File: config.mk
export PLATFORM = sky130hd
export DESIGN_NAME = rr_arbiter8_flat
export DESIGN_NICKNAME = d
export VERILOG_FILES = /design/src/rtl/rr_arbiter8_pkg.sv /design/src/rtl/rr_arbiter8_if.sv /design/src/rtl/rr_arbiter8_dec.sv /design/src/rtl/rr_arbiter8.sv /design/src/flat_wrapper.sv
export SDC_FILE = /design/constraint.sdc
export NUM_CORES = 1
export LEC_CHECK = 0
export CORE_ASPECT_RATIO = 1.25
export CORE_UTILIZATION = 53
export DETAILED_ROUTE_END_ITERATION = 8
export HOLD_SLACK_MARGIN = 0.05
export PLACE_DENSITY = 0.79
export SLEW_MARGIN = 30
export SYNTH_ARGS = -nofsm -noshare
export SYNTH_HDL_FRONTEND = slang
export SYNTH_SLANG_ARGS = --single-unit
File: constraint.sdc
create_clock -name clk -period 3.5 [get_ports clk]
set_input_delay 0.875 -clock clk [delete_from_list [all_inputs] [get_ports clk]]
set_output_delay 0.875 -clock clk [all_outputs]
set_load 0.05 [all_outputs]
File: src/rtl/rr_arbiter8_pkg.sv
// Shared definitions for the 8-way round-robin arbiter.
// Contents: requester count, index width, FSM state type and the
// default hold-cycle limit. Imported by the interface, decoder and top.
package arb_pkg;

  localparam int N_REQ        = 8;
  localparam int IDX_W        = 3;
  localparam int DEF_MAX_HOLD = 16;

  typedef enum logic [0:0] {
    IDLE  = 1'b0,
    GRANT = 1'b1
  } arb_state_e;

endpackage : arb_pkg

File: src/rtl/rr_arbiter8_if.sv
// Request/grant bundle between the 8 clients and the arbiter.
// master : client side, drives req/release_i, observes the grant.
// slave  : arbiter side, observes requests, drives gnt/gnt_idx/gnt_valid/timeout.
interface rr_arbiter8_if;

  logic [arb_pkg::N_REQ-1:0] req;
  logic                      release_i;
  logic [arb_pkg::N_REQ-1:0] gnt;
  logic [arb_pkg::IDX_W-1:0] gnt_idx;
  logic                      gnt_valid;
  logic                      timeout;

  modport master (
    output req,
    output release_i,
    input  gnt,
    input  gnt_idx,
    input  gnt_valid,
    input  timeout
  );

  modport slave (
    input  req,
    input  release_i,
    output gnt,
    output gnt_idx,
    output gnt_valid,
    output timeout
  );

endinterface : rr_arbiter8_if

File: src/rtl/rr_arbiter8_dec.sv
// 3-to-8 one-hot decoder with active-low enable (purely combinational).
// idx_i    : 3-bit index to decode
// en_n_i   : active-low enable; output is all-zero when high
// onehot_o : one-hot result
module onehot_dec3_8
  import arb_pkg::*;
(
  input  logic [IDX_W-1:0] idx_i,
  input  logic             en_n_i,
  output logic [N_REQ-1:0] onehot_o
);

  // Decode index to one-hot, forced to zero while disabled
  always_comb begin
    onehot_o = 8'h00;
    if (!en_n_i) begin
      case (idx_i)
        3'd0:    onehot_o = 8'h01;
        3'd1:    onehot_o = 8'h02;
        3'd2:    onehot_o = 8'h04;
        3'd3:    onehot_o = 8'h08;
        3'd4:    onehot_o = 8'h10;
        3'd5:    onehot_o = 8'h20;
        3'd6:    onehot_o = 8'h40;
        3'd7:    onehot_o = 8'h80;
        default: onehot_o = 8'h00;
      endcase
    end else begin
      onehot_o = 8'h00;
    end
  end

endmodule : onehot_dec3_8

File: src/rtl/rr_arbiter8.sv
// 8-way round-robin arbiter with per-tenure hold limit.
// clk   : system clock, rising edge
// rst_n : synchronous active-low reset
// bus   : rr_arbiter8_if.slave (req, release_i in; gnt, gnt_idx,
//         gnt_valid, timeout out)
// A tenure ends on release, on the grantee dropping its request, or after
// MAX_HOLD grant cycles (timeout pulse). One dead cycle separates tenures.
module rr_arbiter8
  import arb_pkg::*;
#(
  parameter int unsigned MAX_HOLD = DEF_MAX_HOLD,
  parameter int unsigned CNT_W    = 8
) (
  input  logic        clk,
  input  logic        rst_n,
  rr_arbiter8_if.slave bus
);

  localparam logic [CNT_W-1:0] HOLD_LAST = CNT_W'(MAX_HOLD - 1);

  arb_state_e       state_q, state_d;
  logic [IDX_W-1:0] ptr_q, ptr_d;
  logic [IDX_W-1:0] idx_q, idx_d;
  logic             valid_q, valid_d;
  logic [CNT_W-1:0] hold_q, hold_d;
  logic             timeout_q, timeout_d;
  logic [IDX_W:0]   win_s;
  logic [N_REQ-1:0] gnt_s;

  // Returns {found, index}: rotate requests so ptr sits at bit 0, take the
  // lowest set bit, then add ptr back (3-bit wrap undoes the rotation).
  function automatic logic [IDX_W:0] find_winner(input logic [N_REQ-1:0] req,
                                                 input logic [IDX_W-1:0] ptr);
    logic [2*N_REQ-1:0] dbl;
    logic [N_REQ-1:0]   rot;
    logic [IDX_W-1:0]   off;
    logic               found;
    dbl   = {req, req} >> ptr;
    rot   = dbl[N_REQ-1:0];
    off   = 3'd0;
    found = 1'b0;
    for (int i = N_REQ - 1; i >= 0; i--) begin
      if (rot[i]) begin
        found = 1'b1;
        off   = 3'(i);
      end
    end
    return {found, ptr + off};
  endfunction

  // State register and all datapath registers
  always_ff @(posedge clk) begin
    if (!rst_n) begin
      state_q   <= IDLE;
      ptr_q     <= 3'd0;
      idx_q     <= 3'd0;
      valid_q   <= 1'b0;
      hold_q    <= '0;
      timeout_q <= 1'b0;
    end else begin
      state_q   <= state_d;
      ptr_q     <= ptr_d;
      idx_q     <= idx_d;
      valid_q   <= valid_d;
      hold_q    <= hold_d;
      timeout_q <= timeout_d;
    end
  end

  // Next-state and register update logic
  always_comb begin
    state_d   = state_q;
    ptr_d     = ptr_q;
    idx_d     = idx_q;
    valid_d   = valid_q;
    hold_d    = hold_q;
    timeout_d = 1'b0;
    win_s     = find_winner(bus.req, ptr_q);
    case (state_q)
      IDLE: begin
        if (win_s[IDX_W]) begin
          state_d = GRANT;
          idx_d   = win_s[IDX_W-1:0];
          valid_d = 1'b1;
          hold_d  = '0;
        end else begin
          idx_d   = 3'd0;
          valid_d = 1'b0;
          hold_d  = '0;
        end
      end
      GRANT: begin
        // Release/drop is checked first so it suppresses a same-cycle timeout
        if (bus.release_i || !bus.req[idx_q]) begin
          state_d = IDLE;
          valid_d = 1'b0;
          ptr_d   = idx_q + 3'd1;
          idx_d   = 3'd0;
          hold_d  = '0;
        end else if (hold_q == HOLD_LAST) begin
          state_d   = IDLE;
          valid_d   = 1'b0;
          ptr_d     = idx_q + 3'd1;
          idx_d     = 3'd0;
          hold_d    = '0;
          timeout_d = 1'b1;
        end else begin
          hold_d = hold_q + CNT_W'(1);
        end
      end
      default: begin
        state_d = IDLE;
        valid_d = 1'b0;
        idx_d   = 3'd0;
        hold_d  = '0;
      end
    endcase
  end

  onehot_dec3_8 u_dec (
    .idx_i    (idx_q),
    .en_n_i   (~valid_q),
    .onehot_o (gnt_s)
  );

  // Outputs driven from registers only (no input-to-output path)
  always_comb begin
    bus.gnt       = gnt_s;
    bus.gnt_idx   = idx_q;
    bus.gnt_valid = valid_q;
    bus.timeout   = timeout_q;
  end

endmodule : rr_arbiter8

File: src/flat_wrapper.sv
// flat-port wrapper written by rule: the top's interface ports become plain ports
module rr_arbiter8_flat import arb_pkg::*;
#(
  parameter int unsigned MAX_HOLD = DEF_MAX_HOLD,
  parameter int unsigned CNT_W    = 8
)
  (clk, rst_n, bus_req, bus_release_i, bus_gnt, bus_gnt_idx, bus_gnt_valid, bus_timeout);
  rr_arbiter8_if bus_i ();
  input  logic clk;
  input  logic rst_n;
  input wire logic [$bits(bus_i.req)-1:0] bus_req;
  input wire logic [$bits(bus_i.release_i)-1:0] bus_release_i;
  output wire logic [$bits(bus_i.gnt)-1:0] bus_gnt;
  output wire logic [$bits(bus_i.gnt_idx)-1:0] bus_gnt_idx;
  output wire logic [$bits(bus_i.gnt_valid)-1:0] bus_gnt_valid;
  output wire logic [$bits(bus_i.timeout)-1:0] bus_timeout;
  assign bus_i.req = bus_req;
  assign bus_i.release_i = bus_release_i;
  assign bus_gnt = bus_i.gnt;
  assign bus_gnt_idx = bus_i.gnt_idx;
  assign bus_gnt_valid = bus_i.gnt_valid;
  assign bus_timeout = bus_i.timeout;
  rr_arbiter8 #(.MAX_HOLD(MAX_HOLD), .CNT_W(CNT_W)) u_core (.clk(clk), .rst_n(rst_n), .bus(bus_i));
endmodule
# == Yosys cells after proc, flatten, opt, wreduce, memory -nomap -nowiden ==
# Memory sizes are Yosys's and may differ from the RTL's. A register that Yosys moved wholly into a read port is not among the register bits.
# Cells that the tools add are included.
# totals
regBits,17
rom_bits,64
input_bits,11
output_inout_bits,13
elab_cells,59
memories,1
# memory_table
memory,words,width,rd,rd_clocked_by_memory_dff,wr,line_no,source
(no name shown),8,8,1,1,0,rr_arbiter8_dec.sv:17,case (idx_i)
# classes
n_addsub,3
order_cmp,1
eq_ne,2
n_shift,1
n_mux,38
bitwise,2
n_reduce_logical,5
# ops
op,count
3-bit 2-to-1 mux,15
8-bit 2-to-1 mux,3
8-bit case mux with 2 select lines,1
16-bit by 3-bit >> shifter with 8-bit output,1
1-bit 2-to-1 mux,15
8-bit by 1-bit adder with 8-bit output (second input constant),1
8-bit by 4-bit equality test with 1-bit output (second input constant),1
3-bit case mux with 2 select lines,1
3-bit by 4-bit less-than comparator with 1-bit output (second input constant),1
1-bit case mux with 2 select lines,2
3-bit by 1-bit adder with 3-bit output (second input constant),1
3-bit adder,1
1-bit binary-select mux with 3-bit select,1
3-bit inequality test (second input constant),1
3-bit OR reduction,1
1-bit NOT,2
2-bit AND reduction,1
2-bit nonzero test,1
1-bit logical NOT,1
1-bit logical OR,1

# == Logic depth before layout (Yosys ltp) ==
# Gate-level depths: netlist of run 1.
# logic_depth
word_depth,14
mapped_depth,14
ltp_nobuf,12

# == Cells and area by module ==
# From an unflattened synthesis of run 1, not the netlist that was laid out.
# hier_totals
cells_unflattened,166
area_unflattened_um2,1493.9
# by_module_without_submodules
mod,instances,cells_per_inst,area_per_inst_um2
rr_arbiter8,1,158,1412.6
onehot_dec3_8,1,8,81.3

# == Worst setup path after synthesis of run 1 ==
# No wires, ideal clock.
# synth_path
path_kind,input to register
start,input port bus_req[2]
end,register with a tool-made name
setup_ns,0.061
arrival_time_ns,3.235
required_time_ns,3.439
path_slack_ns,0.203
cell_stages,10
path_buffers,0
cell_sequence,mux4_2 > nor2b_1 > o311ai_1 > o31ai_1 > a31o_1 > ha_1 > inv_1 > fa_1 > o2bb2ai_1 > and3_1
# synth_lines
element,line_no,source
"start, declared",flat_wrapper.sv:11,input wire logic [$bits(bus_i.req)-1:0] bus_req;

==> impl_metrics.ini, run 1 <==
[run_status]
outcome = completed

[final_layout]
antennaDiodeCount = 0
final_area_sq_um = 2100
area.growth.synth_to_final_pct = 35.0
nFillCells = 197
final_core_util_pct = 76.8
final_net_count = 221
drive_gt1_share_pct = 28.3

[worst_setup_path]
r2r_cells = 12
reg2reg_slack_ns = 0.22
critical-path-top-delay-family = compound AO/OA/AOI/OAI gates
reg2reg_from = u_core.ptr_q[0]
worstPathArrival_ns = 3.64
cp.depth = 13
cp.required_ns = 3.74
worstSetupEndpointType = register
crit_buf_inv = 3
path_cells = dlygate4sd2_1, nor2b_1, a211oi_1, a22oi_1, o21ai_0, a31o_1, ha_1, inv_1, fa_2, o2111a_1, a211oi_2, inv_2, and3_1
cp_max_fo = 9
cpMaxStageDelayCell = fa_2
critical_path_class = input port to register
cpPeakStageDelay_ns = 0.42
start_kind = input port

[sta]
setup_viol = 0
relSlewSlack_pct = 57.7
fin_crit_sh_pct = 97.0
layout_setup_ws_ns = 0.106
fmax_mhz = 295
fin_skew_ns = 0.00949
maxSlewViolCount = 0
tightest_slew_ns = 0.629
min_period_ns = 3.39
hold_viol = 0
whs_ns = 0.503

[global_route]
grt-ovfl-total = 0
gr-usage-all-layers_pct = 25.7
grt_pass1_wl_um = 6180
antenna_found_initial = 0
grt_pass1_vias = 1366
grt_max_degree = 16

[place]
hpwl_um = 2870
place.gp.congestion = 0.900
preCtsSetupSlack_ns = -0.452
placed_area_sq_um = 1990
port_buffers = 23

[drt]
via_count = 1436
drtAntennaViolNets = 0
wl_per_cell_um = 16.0
wirelength_um = 3820
vias_per_cell = 6.01
drc = 0
first_pass_iters = 4
detail_route.iter0.violations = 42

[worst_hold_path]
min_to = u_core.hold_q[0]
worst_hold_path.num_cells = 1
min-delay-start = u_core.hold_q[0]
hp-class = register to register

[power_and_ir_drop]
total_power_uw = 809
powerDensity_nw_per_um2 = 386
leakage_nw = 0.856
ir_drop_mv = 0.400

[synthesis]
syn_area_sq_um = 1560
ys_seq_area_share_pct = 32.2
syn_avg_cell_area_sq_um = 10.0
synthesis.nets = 170
async_flop_share_pct = 0
yosysUniqueCellTypes = 47
synth_ff_type = dfxtp_1
synth_seq_cells = 25
syn-instance-count = 155
synth_edf_count = 0
ys_warn_count = 0

[clock_tree]
cts_made_buffers = 3
cts_root_buf = clkbuf_4
insertion_delay_ns = 0.33
cts.sinks = 25
cts_buffer_depth = 2
clk_pin_slew_ns = 0.14
cts_tree = built
ctsHtreeMaxLevel = 1

[die]
start_util_pct = 56.9
core_area_sq_um = 2730
dieWidth_um = 50.5
row_count = 21
die_area_sq_um = 3160
num_io_pins = 24
die_y_um = 62.6

[job]
cap_violations = 0
cells in the mapped netlist (all sizes together) (4+ instances only):
library cell | number | area [sq um]
xor2 | 6 | 52.6
nor3 | 4 | 30.0
buf | 4 | 22.5
and2 | 9 | 56.3
mux2i | 5 | 50.1
nand2 | 8 | 30.0
o21ai | 6 | 30.0
inv | 6 | 22.5
mux4 | 10 | 236
nor2 | 14 | 52.6
nand3 | 11 | 55.1
dfxtp | 25 | 500
and3 | 6 | 37.5
where the power goes:
part / switching (mW) / total (mW) / internal [mW]
clock network: 0.0889 / 0.133 / 0.0438
logic: 0.172 / 0.338 / 0.167
registers: 0.0309 / 0.338 / 0.307
stage by stage:
stage | TNS (ns) | std cells
floorplan | 0 | 155
global placement | -2.78 | 232
detailed placement | -3.82 | 232
CTS | 0 | 236
global route | -0.203 | 239
finish | 0 | 239
repair_timing:
| item | 4_1_cts | 5_1_grt |
|---|---|---|
| cloned | 0 | 1 |
| buffers inserted | 0 | 2 |
| pin swaps | 1 | 2 |
| hold buffers | 0 | 0 |
| setup endpoints to repair | 6 | 8 |
| resized for setup | 2 | 18 |
worst max-delay path by stage:
stage	start	to	slack [ns]
final	bus_req[0]	register	0.11
after global routing	bus_req[0]	register	-0.06
after CTS	bus_req[2]	register	0.02
after detailed placement	bus_req[0]	register	-0.45
after global placement	bus_req[2]	register	-0.33
after floorplan	bus_req[2]	register	0.20
kinds of logic after synthesis:
| logic type | share of synthesized area (%) |
|---|---|
| DFF | 32.2 |
| adders and majority gates | 3.70 |
| buffers and inverters | 2.90 |
| and+or+nand+nor | 25.0 |
| xor gates and xnor gates | 3.94 |
| muxes | 19.9 |
| AOI/OAI and AO/OA | 12.4 |
layout by cell type, fill, tap and decap left out, types with 5 or more instances in the layout:
master | Yosys | routed
nand3_1 | 11 | 11
inv_1 | 5 | 5
clkdlybuf4s50_1 | 0 | 15
nand2_1 | 8 | 8
dfxtp_1 | 25 | 25
o21ai_1 | 5 | 5
and2_1 | 9 | 9
dlymetal6s2s_1 | 0 | 7
xor2_1 | 6 | 6
and3_1 | 6 | 6
nor2_1 | 14 | 12
buf_4 | 1 | 25
mux4_2 | 7 | 8
layout make-up:
cell class | instances | area [sq um] | area share [%]
Clock inverter | 1 | 7.51 | 0.358
Clock buffer | 3 | 22.5 | 1.07
Sequential cell | 25 | 500 | 23.8
Multi-Input combinational cell | 120 | 1050 | 50.2
Timing Repair Buffer | 50 | 450 | 21.5
Tap cell | 34 | 42.5 | 2.03
Inverter | 6 | 22.5 | 1.07
per-layer routing:
metal,part of all wire (%),GRT usage [%]
met4,1.8,12.5
met5,0,0
met3,4.2,1.22
met2,57,49.0
met1,37,27.6
worst reg2reg max path: stages (launching register included):
cell	delay, ns
dfxtp_1	0.69
mux4_2	0.63
nor2_4	0.15
o311ai_2	0.11
o31ai_2	0.09
a31o_1	0.18
ha_1	0.13
inv_1	0.06
fa_2	0.42
o2111a_1	0.18
a211oi_2	0.28
inv_2	0.10
and3_1	0.19
(Power assumes the default switching activity.)
==> inputs of run 2 (changes only) <==
--- a/config.mk
+++ b/config.mk
@@ -10,7 +10,6 @@
 export DETAILED_ROUTE_END_ITERATION = 8
 export HOLD_SLACK_MARGIN = 0.05
 export PLACE_DENSITY = 0.79
-export SLEW_MARGIN = 30
 export SYNTH_ARGS = -nofsm -noshare
 export SYNTH_HDL_FRONTEND = slang
 export SYNTH_SLANG_ARGS = --single-unit
==> results of run 2 <==
The final DEF is identical to that of run 1; final timing and power are the same.
